<file path="config.mk">
export PLATFORM = sky130hd
export DESIGN_NAME = vote_session_ctrl
export DESIGN_NICKNAME = d
export VERILOG_FILES = /design/src/rtl/vote_session_ctrl.sv
export SDC_FILE = /design/constraint.sdc
export NUM_CORES = 1
export LEC_CHECK = 0
export BUFFER_PORTS_ARGS = -buffer_cell sky130_fd_sc_hd__buf_2
export CORE_ASPECT_RATIO = 1.1
export CORE_MARGIN = 1
export CORE_UTILIZATION = 40
export DETAILED_ROUTE_END_ITERATION = 16
export SYNTH_ARGS = -nofsm -noshare
export SYNTH_HDL_FRONTEND = slang
export SYNTH_SLANG_ARGS = --single-unit
</file>
<file path="constraint.sdc">
create_clock -name clock -period 3.79 [get_ports clock]
set_input_delay 0.5685 -clock clock [delete_from_list [all_inputs] [get_ports clock]]
set_output_delay 0.5685 -clock clock [all_outputs]
set_load 0.02 [all_outputs]
</file>
<file path="src/rtl/vote_session_ctrl.sv">
// Poll-session controller: one vote per authorization, press arbitration,
// post-vote lockout and poll open/close sequencing for the voting machine.
module vote_session_ctrl #(
    parameter int unsigned LOCKOUT_CYCLES = 10,
    parameter int unsigned ARM_TIMEOUT    = 1000,
    parameter int unsigned MAX_BALLOTS    = 255
) (
    input  logic       clock,
    input  logic       reset,
    input  logic       open_poll,
    input  logic       close_poll,
    input  logic       authorize,
    input  logic [3:0] valid_vote,
    output logic [3:0] vote_grant,
    output logic       armed,
    output logic       vote_ack,
    output logic       poll_open,
    output logic       results_mode,
    output logic [7:0] ballot_count,
    output logic [7:0] spoiled_count
);

    localparam int unsigned TMAX = (ARM_TIMEOUT > LOCKOUT_CYCLES) ? ARM_TIMEOUT : LOCKOUT_CYCLES;
    localparam int unsigned TW   = $clog2(TMAX + 1);
    localparam logic [7:0]  MAX_B = 8'(MAX_BALLOTS);

    typedef enum logic [2:0] {
        ST_CLOSED,
        ST_IDLE,
        ST_ARMED,
        ST_GRANT,
        ST_LOCKOUT
    } state_t;

    state_t        state;
    state_t        next_state;
    logic [TW-1:0] timer;
    logic          close_pending;
    logic          one_press;
    logic          multi_press;

    always_comb begin
        one_press   = ($countones(valid_vote) == 1);
        multi_press = ($countones(valid_vote) > 1);
        next_state  = state;
        case (state)
            ST_CLOSED:  if (open_poll && (ballot_count < MAX_B)) next_state = ST_IDLE;
            ST_IDLE: begin
                if (close_poll)     next_state = ST_CLOSED;
                else if (authorize) next_state = ST_ARMED;
            end
            // A press outranks close and timeout; a close arriving with it is held pending.
            ST_ARMED: begin
                if (one_press)         next_state = ST_GRANT;
                else if (multi_press)  next_state = ST_LOCKOUT;
                else if (close_poll)   next_state = ST_CLOSED;
                else if (timer == '0)  next_state = ST_IDLE;
            end
            ST_GRANT:   next_state = ST_LOCKOUT;
            ST_LOCKOUT: begin
                if (timer == '0) begin
                    if (close_pending || close_poll || (ballot_count == MAX_B))
                        next_state = ST_CLOSED;
                    else
                        next_state = ST_IDLE;
                end
            end
            default:    next_state = ST_CLOSED;
        endcase
    end

    always_ff @(posedge clock or negedge reset) begin
        if (!reset) state <= ST_CLOSED;
        else        state <= next_state;
    end

    always_ff @(posedge clock or negedge reset) begin
        if (!reset) begin
            timer         <= '0;
            close_pending <= 1'b0;
            ballot_count  <= '0;
            spoiled_count <= '0;
            vote_grant    <= '0;
            armed         <= 1'b0;
            vote_ack      <= 1'b0;
            poll_open     <= 1'b0;
            results_mode  <= 1'b1;
        end else begin
            // Timer reloads on state entry so it reads zero on the final cycle of the dwell.
            if (next_state == ST_ARMED && state != ST_ARMED)
                timer <= TW'(ARM_TIMEOUT - 1);
            else if (next_state == ST_LOCKOUT && state != ST_LOCKOUT)
                timer <= TW'(LOCKOUT_CYCLES - 1);
            else if (timer != '0)
                timer <= timer - TW'(1);

            if (next_state == ST_CLOSED)
                close_pending <= 1'b0;
            else if (close_poll && (state == ST_GRANT || state == ST_LOCKOUT ||
                     (state == ST_ARMED && (one_press || multi_press))))
                close_pending <= 1'b1;

            if (state == ST_GRANT && ballot_count < MAX_B)
                ballot_count <= ballot_count + 8'd1;
            if (state == ST_ARMED && multi_press && spoiled_count != '1)
                spoiled_count <= spoiled_count + 8'd1;

            vote_grant   <= (next_state == ST_GRANT) ? valid_vote : '0;
            armed        <= (next_state == ST_ARMED);
            vote_ack     <= (next_state == ST_LOCKOUT);
            poll_open    <= (next_state != ST_CLOSED);
            results_mode <= (next_state == ST_CLOSED);
        end
    end

endmodule

</file>
==> results of run 1 <==
[sequential cells by signal (all words and copies together), names as in the netlist]
register and flops:
poll_open 1, armed 1, timer 10, vote_grant 4
spoiled_count 8, results_mode 1, ballot_count 8, close_pending 1
state 3, vote_ack 1
[cell usage after synthesis]
library cell	instances
nor4b_1	1
and3_1	6
or4b_2	1
nor4_2	2
nor4b_4	1
o211ai_1	2
nand2b_1	1
nand2_1	11
fa_1	1
nand3_1	6
mux2_2	2
o211a_1	1
nand4b_1	1
o31ai_1	1
nor3b_1	5
o221ai_2	1
inv_2	1
o221ai_1	1
mux2i_1	1
nand4_1	5
nor2_2	1
dfrtp_1	37
or3_4	1
a21oi_1	3
nor3_1	2
or4_1	1
o21a_1	1
or3b_4	1
ha_1	6
o21ai_0	11
xnor2_1	15
nor2_1	15
clkbuf_1	2
inv_1	12
or2_2	1
nand3b_1	1
dfstp_2	1
nor2b_1	1
nor4_1	2
xor2_1	6
[metrics by stage]
stage                     util [%]  hold WS [ns]  cells  area, um^2
after floorplan                  -         0.273    171        1850
after global placement        47.3         0.471    255        2070
after detailed placement      47.3         0.482    255        2070
after CTS                     49.7         0.404    263        2180
after global routing          49.7         0.434    263        2180
final                         49.7         0.368    263        2180
[layer usage]
metal  up-vias  GRT usage (%)  wire [um]
met5         -              0          0
met4         0           4.96         21
met3         2           4.19        166
met2        40           27.3       1780
met1       654           19.9       1540
li1        664              -          -
[worst max-delay path, stage by stage]
cell     delay (ns)
buf_2          0.08
inv_1          0.05
fa_1           0.52
inv_1          0.05
ha_1           0.20
inv_1          0.06
ha_1           0.21
nor3b_1        0.39
nor2_1         0.07
o21ai_0        0.51
nand2_1        0.21
o21ai_0        0.22
[cells by family (layout without fill, tap and decap cells)]
| logic type | Yosys count | count (layout) | share of synthesized area, % |
|---|---|---|---|
| flip-flops | 38 | 38 | 51.5 |
| XOR/XNOR | 21 | 21 | 9.95 |
| buffers and inverters | 15 | 53 | 3.04 |
| AND/OR/NAND/NOR | 66 | 66 | 21.4 |
| AO/OA/AOI/OAI | 21 | 21 | 7.24 |
| multiplexers | 3 | 3 | 1.76 |
| adder cells (fa/ha/maj) | 7 | 7 | 5.14 |
[worst paths after layout]
check                                            start                      endpoint  cells past startpoint
max reg2reg                       timer[0]$_DFFE_PN0P_     close_pending$_DFFE_PN0P_                      8
min                                              reset  spoiled_count[7]$_DFFE_PN0P_                      1
min reg2reg                ballot_count[6]$_DFFE_PN0P_   ballot_count[6]$_DFFE_PN0P_                      1
min in group clock                       valid_vote[2]       vote_grant[2]$_DFF_PN0_                      3
max in group asynchronous                        reset          timer[0]$_DFFE_PN0P_                      1
max                                      valid_vote[0]          timer[9]$_DFFE_PN0P_                     12
[report_power, final]
| group | internal [mW] | total, mW | switching, mW |
|---|---|---|---|
| registers | 0.406 | 0.408 | 0.00127 |
| clock network | 0.194 | 0.333 | 0.140 |
| logic | 0.0124 | 0.0348 | 0.0225 |
| total | 0.612 | 0.776 | 0.163 |
[final cells by class]
| type | count | area, um^2 | area share [%] |
|---|---|---|---|
| Clock buffer | 5 | 68.8 | 3.16 |
| Clock inverter | 3 | 40.0 | 1.84 |
| Timing Repair Buffer | 32 | 160 | 7.35 |
| Inverter | 13 | 48.8 | 2.24 |
| Tap cell | 54 | 67.6 | 3.10 |
| Sequential cell | 38 | 952 | 43.7 |
| Multi-Input combinational cell | 118 | 841 | 38.6 |
==> results.json, run 1 <==
{
  "skew_ns": 0.00803,
  "synth_top_area_cell": "dfrtp_1",
  "synthTopCellsByArea": "dfrtp_1 50%, xnor2_1 7.1%, ha_1 4.1%",
  "synth_seq_cells": 38,
  "cts_inserted_buffers": 5,
  "rows": 25,
  "yosysWarnings": 0,
  "synth_area_um2": 1850,
  "ctsRootBufferMaster": "clkbuf_8",
  "maxSlewViolCount": 0,
  "initial_core_util_pct": 42.2,
  "critPathCaptureType": "register",
  "dp_slack_ns": 0.533,
  "rsz0062_at_grt": "false",
  "io_pins": 33,
  "drv_cap": 0,
  "p_leak_nw": 1.09,
  "grt_pass1_wl_um": 5920,
  "min_path_type": "input port to async pin",
  "final_common_cell": "dfrtp_1",
  "n_fill_cell": 425,
  "die_area_um2": 4900,
  "synth_top_area_share_pct": 50.1,
  "power_density_nw_per_um2": 356,
  "cts_max_level": 2,
  "setup_tns_ns": 0,
  "drc": 0,
  "ant_nets": 0,
  "path_max_fanout": 7,
  "critical_path_required_ns": 3.99,
  "grt-ovfl-total": 0,
  "hold_violations": 0,
  "clk_pin_slew_worst_paths_ns": 0.08,
  "die_h_um": 73.3,
  "grt_pass1_vias": 1285,
  "wirelength_um": 3510,
  "relSlewSlack_pct": 45.7,
  "post_cts_buffers": 0,
  "synthDistinctLibCells": 40,
  "finalSetupViolCount": 0,
  "final_cell_mix": "37 x dfrtp_1, 32 x buf_2, 15 x nor2_1, 15 x xnor2_1, 12 x inv_1",
  "max_freq_mhz": 341,
  "status": "complete, no violations",
  "dieWidth_um": 66.8,
  "start_kind": "input port",
  "postCtsHoldBufs": 0,
  "r2r_slack_ns": 1.47,
  "cts_tree": "built",
  "critPathKind": "input port to register",
  "antenna_found_initial": 0,
  "synthCells": 171,
  "gp_congestion": 0.817,
  "peakVddDrop_mv": 0.205,
  "layout.nets": 224,
  "hpwl_um": 2570,
  "routed_via_density": 5.17,
  "yosysSeqAreaShare_pct": 51.5,
  "grt_start_max_net_pins": 39,
  "clk_path_buf_depth": 2,
  "core-area_um2": 4380,
  "crit_arrival_ns": 3.14,
  "area_growth_pct": 17.8,
  "syn_area_per_cell_um2": 10.8,
  "clk_latency_ns": 0.29,
  "layout_worst_path_cycle_share_pct": 77.5,
  "routedWlPerCell_um": 13.3,
  "first_pass_iters": 4,
  "drt_first_iter_violations": 63,
  "post_cts_resized": 0,
  "track_usage_pct": 16.1,
  "tightest_slew_ns": 0.815,
  "power_mw": 0.776,
  "cts.sinks": 38,
  "diodes": 0,
  "vias": 1360,
  "drive_gt1_share_pct": 25.4,
  "syn_nets": 187,
  "io_buffer_count": 32,
  "setup_slack_ns": 0.854,
  "fin_crit_ns": 2.94
}
Note: power is estimated with default switching activity, not from simulation.
==> inputs of run 2 (changes only) <==
clock period = 2.9 ns   (was 3.79 ns; I/O delays follow)
==> results.json, run 2 (synthesis results as in run 1) <==
{
  "die_h_um": 73.3,
  "grt_pass1_vias": 1304,
  "rsz0062_at_grt": "false",
  "clk_latency_ns": 0.29,
  "final_cell_mix": "37 x dfrtp_1, 32 x buf_2, 15 x nor2_1, 15 x xnor2_1, 12 x inv_1",
  "critical_path_required_ns": 3.10,
  "peakVddDrop_mv": 0.294,
  "skew_ns": 0.00416,
  "critPathMaxStageDelay_ns": 0.52,
  "placedCellCount": 259,
  "clk_path_buf_depth": 2,
  "fin_cells": 267,
  "maxSlewViolCount": 0,
  "largest_reg_flops": 10,
  "rows": 25,
  "critPathKind": "input port to register",
  "p_leak_nw": 1.12,
  "setup_slack_ns": 0.398,
  "hpwl_um": 2610,
  "post_cts_buffers": 0,
  "routedWlPerCell_um": 12.9,
  "cp_top_family": "adder cells",
  "grt_pass1_wl_um": 5830,
  "gp_congestion": 0.843,
  "max_freq_mhz": 400,
  "start_kind": "input port",
  "crit_arrival_ns": 2.70,
  "path_cells": "buf_2, inv_1, fa_1, inv_1, ha_1, inv_1, ha_1, nor3b_1, nor2_1, o21ai_0, buf_4, nand2_1, o21ai_0",
  "routed_via_density": 5.18,
  "power_density_nw_per_um2": 501,
  "cpMostUsedCell": "inv_1",
  "track_usage_pct": 16.2,
  "final_common_cell": "dfrtp_1",
  "wl_met1_um": 1510,
  "relSlewSlack_pct": 46.1,
  "path_max_fanout": 7,
  "tightest_slew_ns": 0.808,
  "drc": 0,
  "vias": 1384,
  "layout.nets": 228,
  "status": "complete, no violations",
  "setup_tns_ns": 0,
  "layout_worst_path_cycle_share_pct": 86.3,
  "core-area_um2": 4380,
  "cts_max_level": 2,
  "area_growth_pct": 21.2,
  "wl_met2_um": 1730,
  "cp_num_buf_inv": 5,
  "top_layer": "met4",
  "post_cts_resized": 0,
  "ant_nets": 0,
  "drive_gt1_share_pct": 26.8,
  "hold_violations": 0,
  "diodes": 0,
  "regMostFlops": "timer",
  "first_pass_iters": 4,
  "cts_inserted_buffers": 5,
  "postCtsHoldBufs": 0,
  "fin_crit_ns": 2.50,
  "clk_pin_slew_worst_paths_ns": 0.07,
  "min_path_type": "input port to async pin",
  "routed-wl-met3_um": 148,
  "dp_slack_ns": 0.0693,
  "die_area_um2": 4900,
  "cts.sinks": 38,
  "finalSetupViolCount": 0,
  "cp_slowest_cell": "fa_1",
  "wirelength_um": 3450,
  "reg_top3": "timer x10, ballot_count x8, spoiled_count x8",
  "initial_core_util_pct": 42.2,
  "grt-ovfl-total": 0,
  "antenna_found_initial": 0,
  "io_pins": 33,
  "drv_cap": 0,
  "grt_start_max_net_pins": 39,
  "ctsRootBufferMaster": "clkbuf_8",
  "dieWidth_um": 66.8,
  "io_buffer_count": 32,
  "drt_first_iter_violations": 29,
  "critPathCaptureType": "register",
  "cts_tree": "built"
}
==> run 2: cell types whose count changed in the layout (fill, tap and decap cells not counted) <==
cell	before	now
buf_4	0	4
clkinv_2	2	0
bufinv_16	1	2
clkbuf_8	5	6
==> run 2: final timing paths <==
check | end | slack [ns] | cells past startpoint | start
hold reg to reg | spoiled_count[5]$_DFFE_PN0P_ | 0.49 | 1 | spoiled_count[5]$_DFFE_PN0P_
hold / removal | vote_grant[2]$_DFF_PN0_ | 0.24 | 1 | reset
setup / recovery | timer[2]$_DFFE_PN0P_ | 0.40 | 13 | valid_vote[0]
setup reg to reg | close_pending$_DFFE_PN0P_ | 0.79 | 8 | timer[0]$_DFFE_PN0P_
min in group clock | vote_grant[2]$_DFF_PN0_ | 0.37 | 3 | valid_vote[2]
max in group asynchronous | timer[0]$_DFFE_PN0P_ | 2.16 | 1 | reset
==> run 2: worst reg2reg max path: stages, from the launching register on <==
cell and delay (ns):
dfrtp_1 0.39, inv_1 0.09, ha_1 0.19, or3b_4 0.41, nor4b_4 0.33, o221ai_2 0.13
or3_4 0.35, inv_2 0.07, nor2_2 0.04
==> run 2: area by class of cell <==
type | count | area, um^2
fill | 431 | 2140
sequential | 38 | 952
clock inverter | 2 | 60.1
tap | 54 | 67.6
inverter | 13 | 48.8
multi-input combinational | 118 | 841
clock buffer | 6 | 82.6
timing repair buffer | 36 | 190
==> run 2: layer usage <==
| layer | up-vias | GRT usage, % |
|---|---|---|
| li1 | 666 | - |
| met3 | 6 | 4.66 |
| met4 | 0 | 6.38 |
| met5 | - | 0 |
| met2 | 26 | 27.3 |
| met1 | 686 | 19.3 |
==> run 2: power breakdown <==
group	internal [mW]	total, mW	switching (mW)	leakage [nW]
registers	0.531	0.533	0.00170	0.491
logic	0.0159	0.0447	0.0288	0.562
clock network	0.367	0.545	0.178	0.0714
==> run 2: metrics by stage <==
step	hold WS [ns]	total power [mW]	instance area [um^2]	util, %
finish	0.236	1.12	2240	51.2
global route	0.302	1.17	2240	51.2
CTS	0.263	1.14	2240	51.2
detailed placement	0.476	0.588	2100	47.9
global placement	0.471	0.588	2100	47.9
floorplan	0.139	0.566	1850	-
